$ cat config.mk
export PLATFORM = sky130hd
export DESIGN_NAME = dds_sweep_ctrl
export DESIGN_NICKNAME = d
export VERILOG_FILES = /design/src/rtl/dds_sweep_ctrl.sv
export SDC_FILE = /design/constraint.sdc
export NUM_CORES = 1
export LEC_CHECK = 0
export CORE_AREA = 5 5 167 169
export DETAILED_ROUTE_END_ITERATION = 12
export DIE_AREA = 0 0 172 174
export GPL_ROUTABILITY_DRIVEN = 0
export GPL_TIMING_DRIVEN = 0
export PLACE_DENSITY_LB_ADDON = 0.1
export SLEW_MARGIN = 10
export SYNTH_ARGS = -nofsm -noshare
export SYNTH_HDL_FRONTEND = slang
export SYNTH_SLANG_ARGS = --single-unit
$ cat constraint.sdc
create_clock -name clk -period 6.1 [get_ports clk]
set_input_delay 0.915 -clock clk [delete_from_list [all_inputs] [get_ports clk]]
set_output_delay 0.915 -clock clk [all_outputs]
set_load 0.005 [all_outputs]
$ cat src/rtl/dds_sweep_ctrl.sv
// Stepped frequency-sweep sequencer for the DDS phase increment (single, sawtooth, triangle).
// Optional SWEEP_HOLD_EN adds a hold input that freezes the dwell countdown.
module dds_sweep_ctrl #(
  parameter int unsigned INC_W   = 32,
  parameter int unsigned DWELL_W = 16
) (
  input  logic               clk,
  input  logic               rst,
  input  logic               start,
  input  logic               stop,
`ifdef SWEEP_HOLD_EN
  input  logic               hold,
`endif
  input  logic [1:0]         mode,
  input  logic [INC_W-1:0]   f_start,
  input  logic [INC_W-1:0]   f_stop,
  input  logic [INC_W-1:0]   step,
  input  logic [DWELL_W-1:0] dwell,
  output logic [INC_W-1:0]   inc_out,
  output logic               sync_out,
  output logic               busy,
  output logic               done,
  output logic               dir
);

  typedef enum logic [1:0] {IDLE, DWELL, STEP} state_t;

  state_t               state, state_n;
  logic [1:0]           mode_q;
  logic [INC_W-1:0]     fs_q, fe_q, st_q;
  logic [DWELL_W-1:0]   dw_q, cnt_q, cnt_n;
  logic                 degen_q, latch;
  logic [INC_W-1:0]     inc_n;
  logic                 sync_n, busy_n, done_n, dir_n;
  logic                 hold_act;
  logic                 single_mode;
  logic [INC_W:0]       up_sum, dn_lim;
  logic [INC_W-1:0]     up_val, dn_val;

`ifdef SWEEP_HOLD_EN
  assign hold_act = hold;
`else
  assign hold_act = 1'b0;
`endif

  // Extra MSB keeps the clamp comparisons exact when inc+step overflows INC_W.
  assign up_sum = {1'b0, inc_out} + {1'b0, st_q};
  assign up_val = (up_sum >= {1'b0, fe_q}) ? fe_q : up_sum[INC_W-1:0];
  assign dn_lim = {1'b0, fs_q} + {1'b0, st_q};
  assign dn_val = ({1'b0, inc_out} <= dn_lim) ? fs_q : inc_out - st_q;

  assign single_mode = (mode_q != 2'd1) && (mode_q != 2'd2);

  always_comb begin
    state_n = state;
    inc_n   = inc_out;
    cnt_n   = cnt_q;
    dir_n   = dir;
    busy_n  = busy;
    done_n  = 1'b0;
    sync_n  = 1'b0;
    latch   = 1'b0;
    if (stop) begin
      state_n = IDLE;
      busy_n  = 1'b0;
      dir_n   = 1'b0;
    end else begin
      unique case (state)
        IDLE: begin
          if (start) begin
            latch   = 1'b1;
            state_n = DWELL;
            inc_n   = f_start;
            sync_n  = 1'b1;
            busy_n  = 1'b1;
            dir_n   = 1'b0;
            cnt_n   = '0;
          end
        end
        DWELL: begin
          if (!hold_act) begin
            if (cnt_q != dw_q) begin
              cnt_n = cnt_q + DWELL_W'(1);
            end else begin
              // The STEP decision is resolved here so the new value lands on the
              // very next cycle; the registered state never lingers in STEP.
              cnt_n = '0;
              if (!dir) begin
                if (degen_q || (inc_out == fe_q && single_mode)) begin
                  state_n = IDLE;
                  busy_n  = 1'b0;
                  done_n  = 1'b1;
                  dir_n   = 1'b0;
                end else if (inc_out == fe_q) begin
                  if (mode_q == 2'd1) begin
                    inc_n  = fs_q;
                    sync_n = 1'b1;
                  end else begin
                    dir_n = 1'b1;
                    inc_n = dn_val;
                  end
                end else begin
                  inc_n = up_val;
                end
              end else if (inc_out == fs_q) begin
                dir_n = 1'b0;
                inc_n = up_val;
              end else begin
                inc_n = dn_val;
              end
            end
          end
        end
        STEP: state_n = DWELL;
        default: state_n = IDLE;
      endcase
    end
  end

  always_ff @(posedge clk or posedge rst) begin
    if (rst) begin
      state    <= IDLE;
      inc_out  <= '0;
      sync_out <= 1'b0;
      busy     <= 1'b0;
      done     <= 1'b0;
      dir      <= 1'b0;
      cnt_q    <= '0;
      mode_q   <= '0;
      fs_q     <= '0;
      fe_q     <= '0;
      st_q     <= '0;
      dw_q     <= '0;
      degen_q  <= 1'b0;
    end else begin
      state    <= state_n;
      inc_out  <= inc_n;
      sync_out <= sync_n;
      busy     <= busy_n;
      done     <= done_n;
      dir      <= dir_n;
      cnt_q    <= cnt_n;
      if (latch) begin
        mode_q  <= mode;
        fs_q    <= f_start;
        fe_q    <= f_stop;
        st_q    <= step;
        dw_q    <= dwell;
        degen_q <= (f_stop <= f_start) || (step == '0);
      end
    end
  end

endmodule

==> impl_metrics.yaml, run 1 <==
yosys:
  yosysUniqueCellTypes: 65
  synthCells: 1867
  synthMostInstantiatedCell: "sky130_fd_sc_hd__nand2_1"
  syn_area_per_cell_um2: 8.098
  ys_async_sr_fraction_pct: 100.0
  netlist_area_before_placement_um2: 15120
  synthesized_netlist_net_count: 2181
  synth_top_cell_area_share_pct: 27.64
  sequential_fraction_of_the_synthesis_area_pct: 27.64
  dominantRegCellSynth: "sky130_fd_sc_hd__dfrtp_1"
  count_of_synthesis_stage_warnings_from_yosys: 0
  yosys-top-cells-area: "sky130_fd_sc_hd__dfrtp_1 (28%), sky130_fd_sc_hd__ha_1 (16%), sky130_fd_sc_hd__nand2_1 (6.1%), sky130_fd_sc_hd__o21ai_0 (5.8%), sky130_fd_sc_hd__xnor2_1 (5.6%)"
  synth.largest_area_cell: "sky130_fd_sc_hd__dfrtp_1"
  synth_seq_cells: 167
  synth-edff-count: 0
  post_synth_most_frequent_cells: "sky130_fd_sc_hd__nand2_1 (246), sky130_fd_sc_hd__ha_1 (193), sky130_fd_sc_hd__o21ai_0 (175)"
sta:
  max_slew.worst_pin.slew_ns: 1.218
  finalWorstPathRequiredPeriod_ns: 6.074
  timing.final.crit_share_pct: 99.57
  timing.max_slew.rel_slack_pct: 18.23
  final_max_slew_viol_count: 0
  finalWorstSetupSlack_ns: 0.02641
  max_freq_mhz: 164.6
  final-setup-viol-count: 0
  hold_slack_ns: 0.5001
  finalHoldViolCount: 0
  worst_skew_ns: 0.01491
status:
  outcome: "complete, no violations"
route:
  drc_marker_count_from_the_first_detailed_route_iteration: 2001
  detail-route-antenna-nets: 0
  drc_errors: 0
  vias: 15460
  routed_wl_mm: 55.44
  detail_route.vias_per_cell: 6.451
  wl_per_cell_um: 23.13
  pre_repair_dr_iteration_count: 6
clock_network:
  numCtsBuffers: 17
  clk_pin_slew_worst_paths_ns: 0.08
  cts-root-to-sink-buffers: 2
  cts.htree.levels: 4
  clock_tree_from_tritoncts: "yes"
  cts_root_buf: "sky130_fd_sc_hd__clkbuf_16"
  clock_latency_ns: 0.45
  numClockSinks: 167
critical_path:
  crit_fanout: 10
  crit_path_end_kind: "flip-flop"
  worstSetupPathType: "reg2reg"
  setup.worst_path.start_class: "flip-flop"
  arrival_ns: 6.44
  timing.reg2reg.worst_path_depth: 20
  critPathRequiredTime_ns: 6.47
die:
  chipWidth_um: 172
  fp.coreArea_um2: 26430
  die_area_um2: 29930
  start_util_pct: 57.22
  io_pins: 154
  floorplan.rows: 60
  chipHeight_um: 174
final_layout:
  fin_cells: 2397
  fill_cells: 2237
  area_growth_from_synthesis_to_final_layout_pct: 18.17
  final_layout_size_suffix_gt1_share_pct: 4.718
  diodes: 0
  final_util_pct: 67.61
  number_of_nets_in_the_final_layout: 2357
  final-seq-area_um2: 4179
  area_taken_by_multi_input_logic_gates_um2: 10200
power_and_ir_drop:
  worst_supply_voltage_drop_on_vdd_mv: 0.1841
  power-per-cell-area_nw_per_um2: 400.2
  leakagePower_uw: 0.008040
min_path:
  min_path_type: "reg2reg"
  hold-path-cell-count: 2
grt:
  grt_start_max_net_pins: 113
  gr-total-overflow: 0
  wire_length_of_the_first_global_routing_pass_mm: 83.39
  groute.usage.overall_pct: 36.28
  first_global_vias: 14900
  number_of_antenna_violations_at_the_first_check_in_global_routing: 1
run:
  drv.max_cap_violation_count: 0
placed_design:
  dpl.hpwl_mm: 43.31
  dpl.cell_count: 2362
  port_buffers: 153
  place_worst_setup_slack_ns: -0.9531
## per-layer routing
layer	up-vias	wire length, µm	global-route usage (%)
li1	6982	-	-
met1	7259	21880	49.19
met2	1008	23940	54.19
met3	211	6543	9.120
met4	2	3070	17.16
met5	-	9	0
## report_power, final
| part | internal [µW] | total, µW | switching [µW] |
|---|---|---|---|
| combinational | 1760 | 4390 | 2630 |
| clock | 564 | 1150 | 587 |
| sequential | 1290 | 1610 | 327 |
| total | 3610 | 7150 | 3540 |
## critical path, stage by stage, from the launching register on
cell                       delay [ns]
sky130_fd_sc_hd__dfrtp_1         0.50
sky130_fd_sc_hd__ha_1            0.29
sky130_fd_sc_hd__fa_1            0.42
sky130_fd_sc_hd__nor2b_1         0.17
sky130_fd_sc_hd__o221ai_1        0.36
sky130_fd_sc_hd__a211oi_2        0.22
sky130_fd_sc_hd__o31ai_2         0.44
sky130_fd_sc_hd__o22ai_4         0.20
sky130_fd_sc_hd__a211o_1         0.35
sky130_fd_sc_hd__xnor2_1         0.18
sky130_fd_sc_hd__ha_1            0.35
sky130_fd_sc_hd__nand4_1         0.17
sky130_fd_sc_hd__nor2_1          0.19
sky130_fd_sc_hd__nand3_1         0.22
sky130_fd_sc_hd__o211ai_1        0.36
sky130_fd_sc_hd__nand4_1         0.22
sky130_fd_sc_hd__o311ai_4        0.26
sky130_fd_sc_hd__clkbuf_4        0.40
sky130_fd_sc_hd__buf_2           0.32
sky130_fd_sc_hd__o211ai_1        0.16
sky130_fd_sc_hd__a21oi_1         0.21
## layout by cell type (no fill, tap or decap), types with 5 or more instances in the layout
master / n
sky130_fd_sc_hd__a211oi_1: 12
sky130_fd_sc_hd__a21boi_0: 5
sky130_fd_sc_hd__a21o_1: 34
sky130_fd_sc_hd__a21oi_1: 147
sky130_fd_sc_hd__a221oi_1: 24
sky130_fd_sc_hd__a31oi_1: 11
sky130_fd_sc_hd__and2_1: 5
sky130_fd_sc_hd__buf_2: 13
sky130_fd_sc_hd__buf_4: 5
sky130_fd_sc_hd__clkbuf_1: 56
sky130_fd_sc_hd__clkbuf_16: 17
sky130_fd_sc_hd__clkdlybuf4s50_1: 153
sky130_fd_sc_hd__clkinv_8: 7
sky130_fd_sc_hd__dfrtp_1: 167
sky130_fd_sc_hd__ha_1: 193
sky130_fd_sc_hd__inv_1: 136
sky130_fd_sc_hd__mux2_2: 5
sky130_fd_sc_hd__nand2_1: 246
sky130_fd_sc_hd__nand2b_1: 16
sky130_fd_sc_hd__nand3_1: 34
sky130_fd_sc_hd__nand4_1: 46
sky130_fd_sc_hd__nor2_1: 93
sky130_fd_sc_hd__nor2b_1: 14
sky130_fd_sc_hd__nor3_1: 25
sky130_fd_sc_hd__nor4_1: 31
sky130_fd_sc_hd__o211ai_1: 30
sky130_fd_sc_hd__o21a_1: 23
sky130_fd_sc_hd__o21ai_0: 175
sky130_fd_sc_hd__o21bai_1: 18
sky130_fd_sc_hd__o22ai_1: 5
sky130_fd_sc_hd__o31ai_1: 9
sky130_fd_sc_hd__or2_2: 7
sky130_fd_sc_hd__or3_1: 30
sky130_fd_sc_hd__xnor2_1: 96
sky130_fd_sc_hd__xor2_1: 78
## final timing paths
check,slack [ns],start,end
worst max-delay path,0.03,inc_out[0],inc_out[13]
worst min-delay path,0.50,dw_q[12],dw_q[12]
worst max register to register,0.03,inc_out[0],inc_out[13]
worst min register to register,0.50,dw_q[12],dw_q[12]
max in group asynchronous,4.29,rst,fs_q[24]
min in group asynchronous,0.86,rst,st_q[6]
## through the flow
step                total power [µW]  area [µm²]  TNS [ns]
global route                    7569       17870  -0.02080
finish                          7151       17870         0
global placement                5642       17080   -320.05
floorplan                       4425       15120         0
CTS                             6937       17790         0
detailed placement              5739       17110    -25.60
## cell type report
class                      instances  area share [%]
sequential                       167           23.39
inverter                         138           2.941
timing repair buffer             157           8.852
tap                              341           2.388
buffer                            78           1.828
clock inverter                    15           1.113
clock buffer                      17           2.381
multi-input combinational       1484           57.11
## sequential cells by signal, summed over array words and instances, names as in the netlist
signal,flops
st_q,32
dw_q,16
sync_out,1
mode_q,2
fs_q,32
fe_q,32
inc_out,32
cnt_q,16
degen_q,1
dir,1
busy,1
done,1
## timing repair
action,4_1_cts,5_1_grt
endpoints found under the setup margin,32,32
hold buffers,0,0
resized for setup,13,18
setup buffers,0,3
endpoints found under the hold margin,0,0
pin swaps,0,3
## cell families (layout without fill, tap and decap cells)
group | Yosys count | in the layout | synth area share (%)
compound gates | 544 | 544 | 22.45
mux | 8 | 8 | 0.5875
simple gates | 562 | 562 | 17.39
fa+ha+maj | 196 | 196 | 16.37
xor+xnor | 174 | 174 | 10.08
buf+inv | 216 | 405 | 5.478
flops | 167 | 167 | 27.64
(Power assumes the default switching activity.)
==> run 2: changes to the inputs <==
--- a/config.mk
+++ b/config.mk
@@ -5,9 +5,10 @@
 export SDC_FILE = /design/constraint.sdc
 export NUM_CORES = 1
 export LEC_CHECK = 0
-export CORE_AREA = 5 5 167 169
+export CORE_AREA = 5 5 165 167
+export CTS_BUF_LIST = sky130_fd_sc_hd__clkbuf_8
 export DETAILED_ROUTE_END_ITERATION = 12
-export DIE_AREA = 0 0 172 174
+export DIE_AREA = 0 0 170 172
 export GPL_ROUTABILITY_DRIVEN = 0
 export GPL_TIMING_DRIVEN = 0
 export PLACE_DENSITY_LB_ADDON = 0.1
==> constraint.sdc (replaced) <==
create_clock -name clk -period 7.3 [get_ports clk]
set_input_delay 1.095 -clock clk [delete_from_list [all_inputs] [get_ports clk]]
set_output_delay 1.095 -clock clk [all_outputs]
set_load 0.005 [all_outputs]
==> impl_metrics.yaml, run 2 (synthesis results as in run 1) <==
status:
  outcome: "complete, no violations"
route:
  routed_wl_mm: 54.17
  detail_route.vias_per_cell: 6.406
  pre_repair_dr_iteration_count: 8
  vias: 15300
  drc_errors: 0
  wl_per_cell_um: 22.69
  drc_marker_count_from_the_first_detailed_route_iteration: 1846
  detail-route-antenna-nets: 0
critical_path:
  crit_fanout: 10
  slowest_stage: "sky130_fd_sc_hd__buf_1"
  setup.worst_path.start_class: "flip-flop"
  critical-path-top-delay-family: "compound AO/OA/AOI/OAI gates"
  timing.critical_path.mode_cell: "sky130_fd_sc_hd__o21ai_1"
  timing.critical_path.cells: "ha_1, inv_1, fa_1, nor2b_1, o31a_1, o21ai_1, o21ai_1, a21oi_1, a21boi_0, o21ai_0, nor2b_1, o21ai_0, xnor2_1, ha_1, a2111oi_0, nand2_1, a211oi_1, a31oi_1, o31ai_1, nor2_1, o21ai_1, buf_1, a21oi_1, a31oi_1"
  critPathRequiredTime_ns: 7.73
  worst_path_largest_cell_delay_ns: 0.64
  crit_path_end_kind: "flip-flop"
  worstSetupPathType: "reg2reg"
  timing.critical_path.buf_inv: 2
  arrival_ns: 7.33
grt:
  wire_length_of_the_first_global_routing_pass_mm: 81.02
  first_global_vias: 14580
  gr-total-overflow: 0
  grt_start_max_net_pins: 104
  number_of_antenna_violations_at_the_first_check_in_global_routing: 1
  groute.usage.overall_pct: 36.15
sta:
  max_slew.worst_pin.slew_ns: 1.318
  finalHoldViolCount: 0
  timing.final.crit_share_pct: 94.54
  grt_setup_unrepaired: "no"
  hold_slack_ns: 0.5052
  final_max_slew_viol_count: 0
  finalWorstPathRequiredPeriod_ns: 6.902
  final-setup-viol-count: 0
  timing.max_slew.rel_slack_pct: 11.94
  max_freq_mhz: 144.9
  worst_skew_ns: 0.01805
power_and_ir_drop:
  post-layout-total-power_uw: 5664
  leakagePower_uw: 0.007890
  comb_power_share_pct: 63.4
  power.share.switching_pct: 50.89
  seq_power_share_pct: 23.7
  clock_power_share_pct: 12.8
  power-per-cell-area_nw_per_um2: 322.9
  internal_power_uw: 2781
  worst_supply_voltage_drop_on_vdd_mv: 0.1713
  net_switching_uw: 2883
run:
  drv.max_cap_violation_count: 0
min_path:
  min_path_type: "reg2reg"
clock_network:
  cts_root_buf: "sky130_fd_sc_hd__clkbuf_8"
  numClockSinks: 167
  cts-root-to-sink-buffers: 2
  clock_tree_from_tritoncts: "yes"
  cts.hold.buffers_added: 0
  clock_latency_ns: 0.50
  clk_pin_slew_worst_paths_ns: 0.12
  numCtsBuffers: 17
  cts.htree.levels: 4
placed_design:
  dpl.cell_count: 2356
  dpl.hpwl_mm: 42.78
  port_buffers: 153
die:
  fp.coreArea_um2: 25620
  start_util_pct: 59.02
  io_pins: 154
  die_area_um2: 29240
  chipWidth_um: 170
  chipHeight_um: 172
  floorplan.rows: 59
final_layout:
  final_layout_size_suffix_gt1_share_pct: 3.751
  diodes: 0
  area_growth_from_synthesis_to_final_layout_pct: 16.02
  layout_common_cells: "sky130_fd_sc_hd__nand2_1 (246), sky130_fd_sc_hd__ha_1 (193), sky130_fd_sc_hd__o21ai_0 (175)"
  number_of_nets_in_the_final_layout: 2354
  fin_cells: 2388
  final_common_cell: "sky130_fd_sc_hd__nand2_1"
[run 2: worst register-to-register path, stage by stage, from the launching register on]
cell                        delay (ns)
sky130_fd_sc_hd__dfrtp_1          0.48
sky130_fd_sc_hd__ha_1             0.22
sky130_fd_sc_hd__inv_1            0.06
sky130_fd_sc_hd__fa_1             0.42
sky130_fd_sc_hd__nor2b_1          0.18
sky130_fd_sc_hd__o31a_1           0.24
sky130_fd_sc_hd__o21ai_1          0.25
sky130_fd_sc_hd__o21ai_1          0.55
sky130_fd_sc_hd__a21oi_1          0.22
sky130_fd_sc_hd__a21boi_0         0.26
sky130_fd_sc_hd__o21ai_0          0.12
sky130_fd_sc_hd__nor2b_1          0.17
sky130_fd_sc_hd__o21ai_0          0.19
sky130_fd_sc_hd__xnor2_1          0.16
sky130_fd_sc_hd__ha_1             0.28
sky130_fd_sc_hd__a2111oi_0        0.56
sky130_fd_sc_hd__nand2_1          0.19
sky130_fd_sc_hd__a211oi_1         0.21
sky130_fd_sc_hd__a31oi_1          0.15
sky130_fd_sc_hd__o31ai_1          0.31
sky130_fd_sc_hd__nor2_1           0.17
sky130_fd_sc_hd__o21ai_1          0.40
sky130_fd_sc_hd__buf_1            0.64
sky130_fd_sc_hd__a21oi_1          0.19
sky130_fd_sc_hd__a31oi_1          0.21
[run 2: path summary, 6_finish.rpt]
check                      startpoint    endpoint  slack [ns]  depth (start not counted)
max in group asynchronous         rst    st_q[19]        5.41                          3
setup / recovery              fs_q[0]  inc_out[0]        0.40                         24
setup reg to reg              fs_q[0]  inc_out[0]        0.40                         24
hold / removal               dw_q[15]    dw_q[15]        0.51                          2
hold reg to reg              dw_q[15]    dw_q[15]        0.51                          2
min in group asynchronous         rst     st_q[6]        1.10                          2
[run 2: per-stage QoR]
stage | setup TNS, ns | util [%] | area (µm²) | setup WS [ns]
2_1_floorplan | 0 | - | 15120 | 1.687
3_3_place_gp | -125.54 | 66.64 | 17070 | -0.7635
3_5_place_dp | 0 | 66.78 | 17110 | 0.3473
4_1_cts | 0 | 68.46 | 17540 | 0.3020
5_1_grt | 0 | 68.48 | 17540 | 0.08314
6_report | 0 | 68.48 | 17540 | 0.3983
[run 2: final cells by class]
cell class	count	area, µm²
multi-input combinational	1484	10120
fill	2147	8074
sequential	167	4179
timing repair buffer	154	1559
inverter	138	525.5
tap	335	419.2
buffer	78	310.3
clock buffer	17	234.0
clock inverter	15	196.4
[run 2: repair_timing]
item | 4_1_cts | 5_1_grt
buffers inserted | 0 | 0
setup endpoints to repair | 0 | 10
gates resized for setup | 0 | 1
[run 2: power groups by stage]
stage	Clock, µW	Combinational [µW]	Sequential (µW)
floorplan	0	2440	1260
global placement	0	3350	1340
detailed placement	0	3430	1350
CTS	724	3460	1330
global route	754	3890	1360
finish	727	3590	1340
[run 2: per-layer routing]
metal / vias to the layer above / share of wire, % / global-route usage (%)
li1: 6985 / - / -
met1: 7123 / 39 / 48.08
met2: 965 / 42 / 54.13
met3: 223 / 13 / 9.991
met4: 2 / 6.1 / 18.72
met5: - / 0.024 / 0
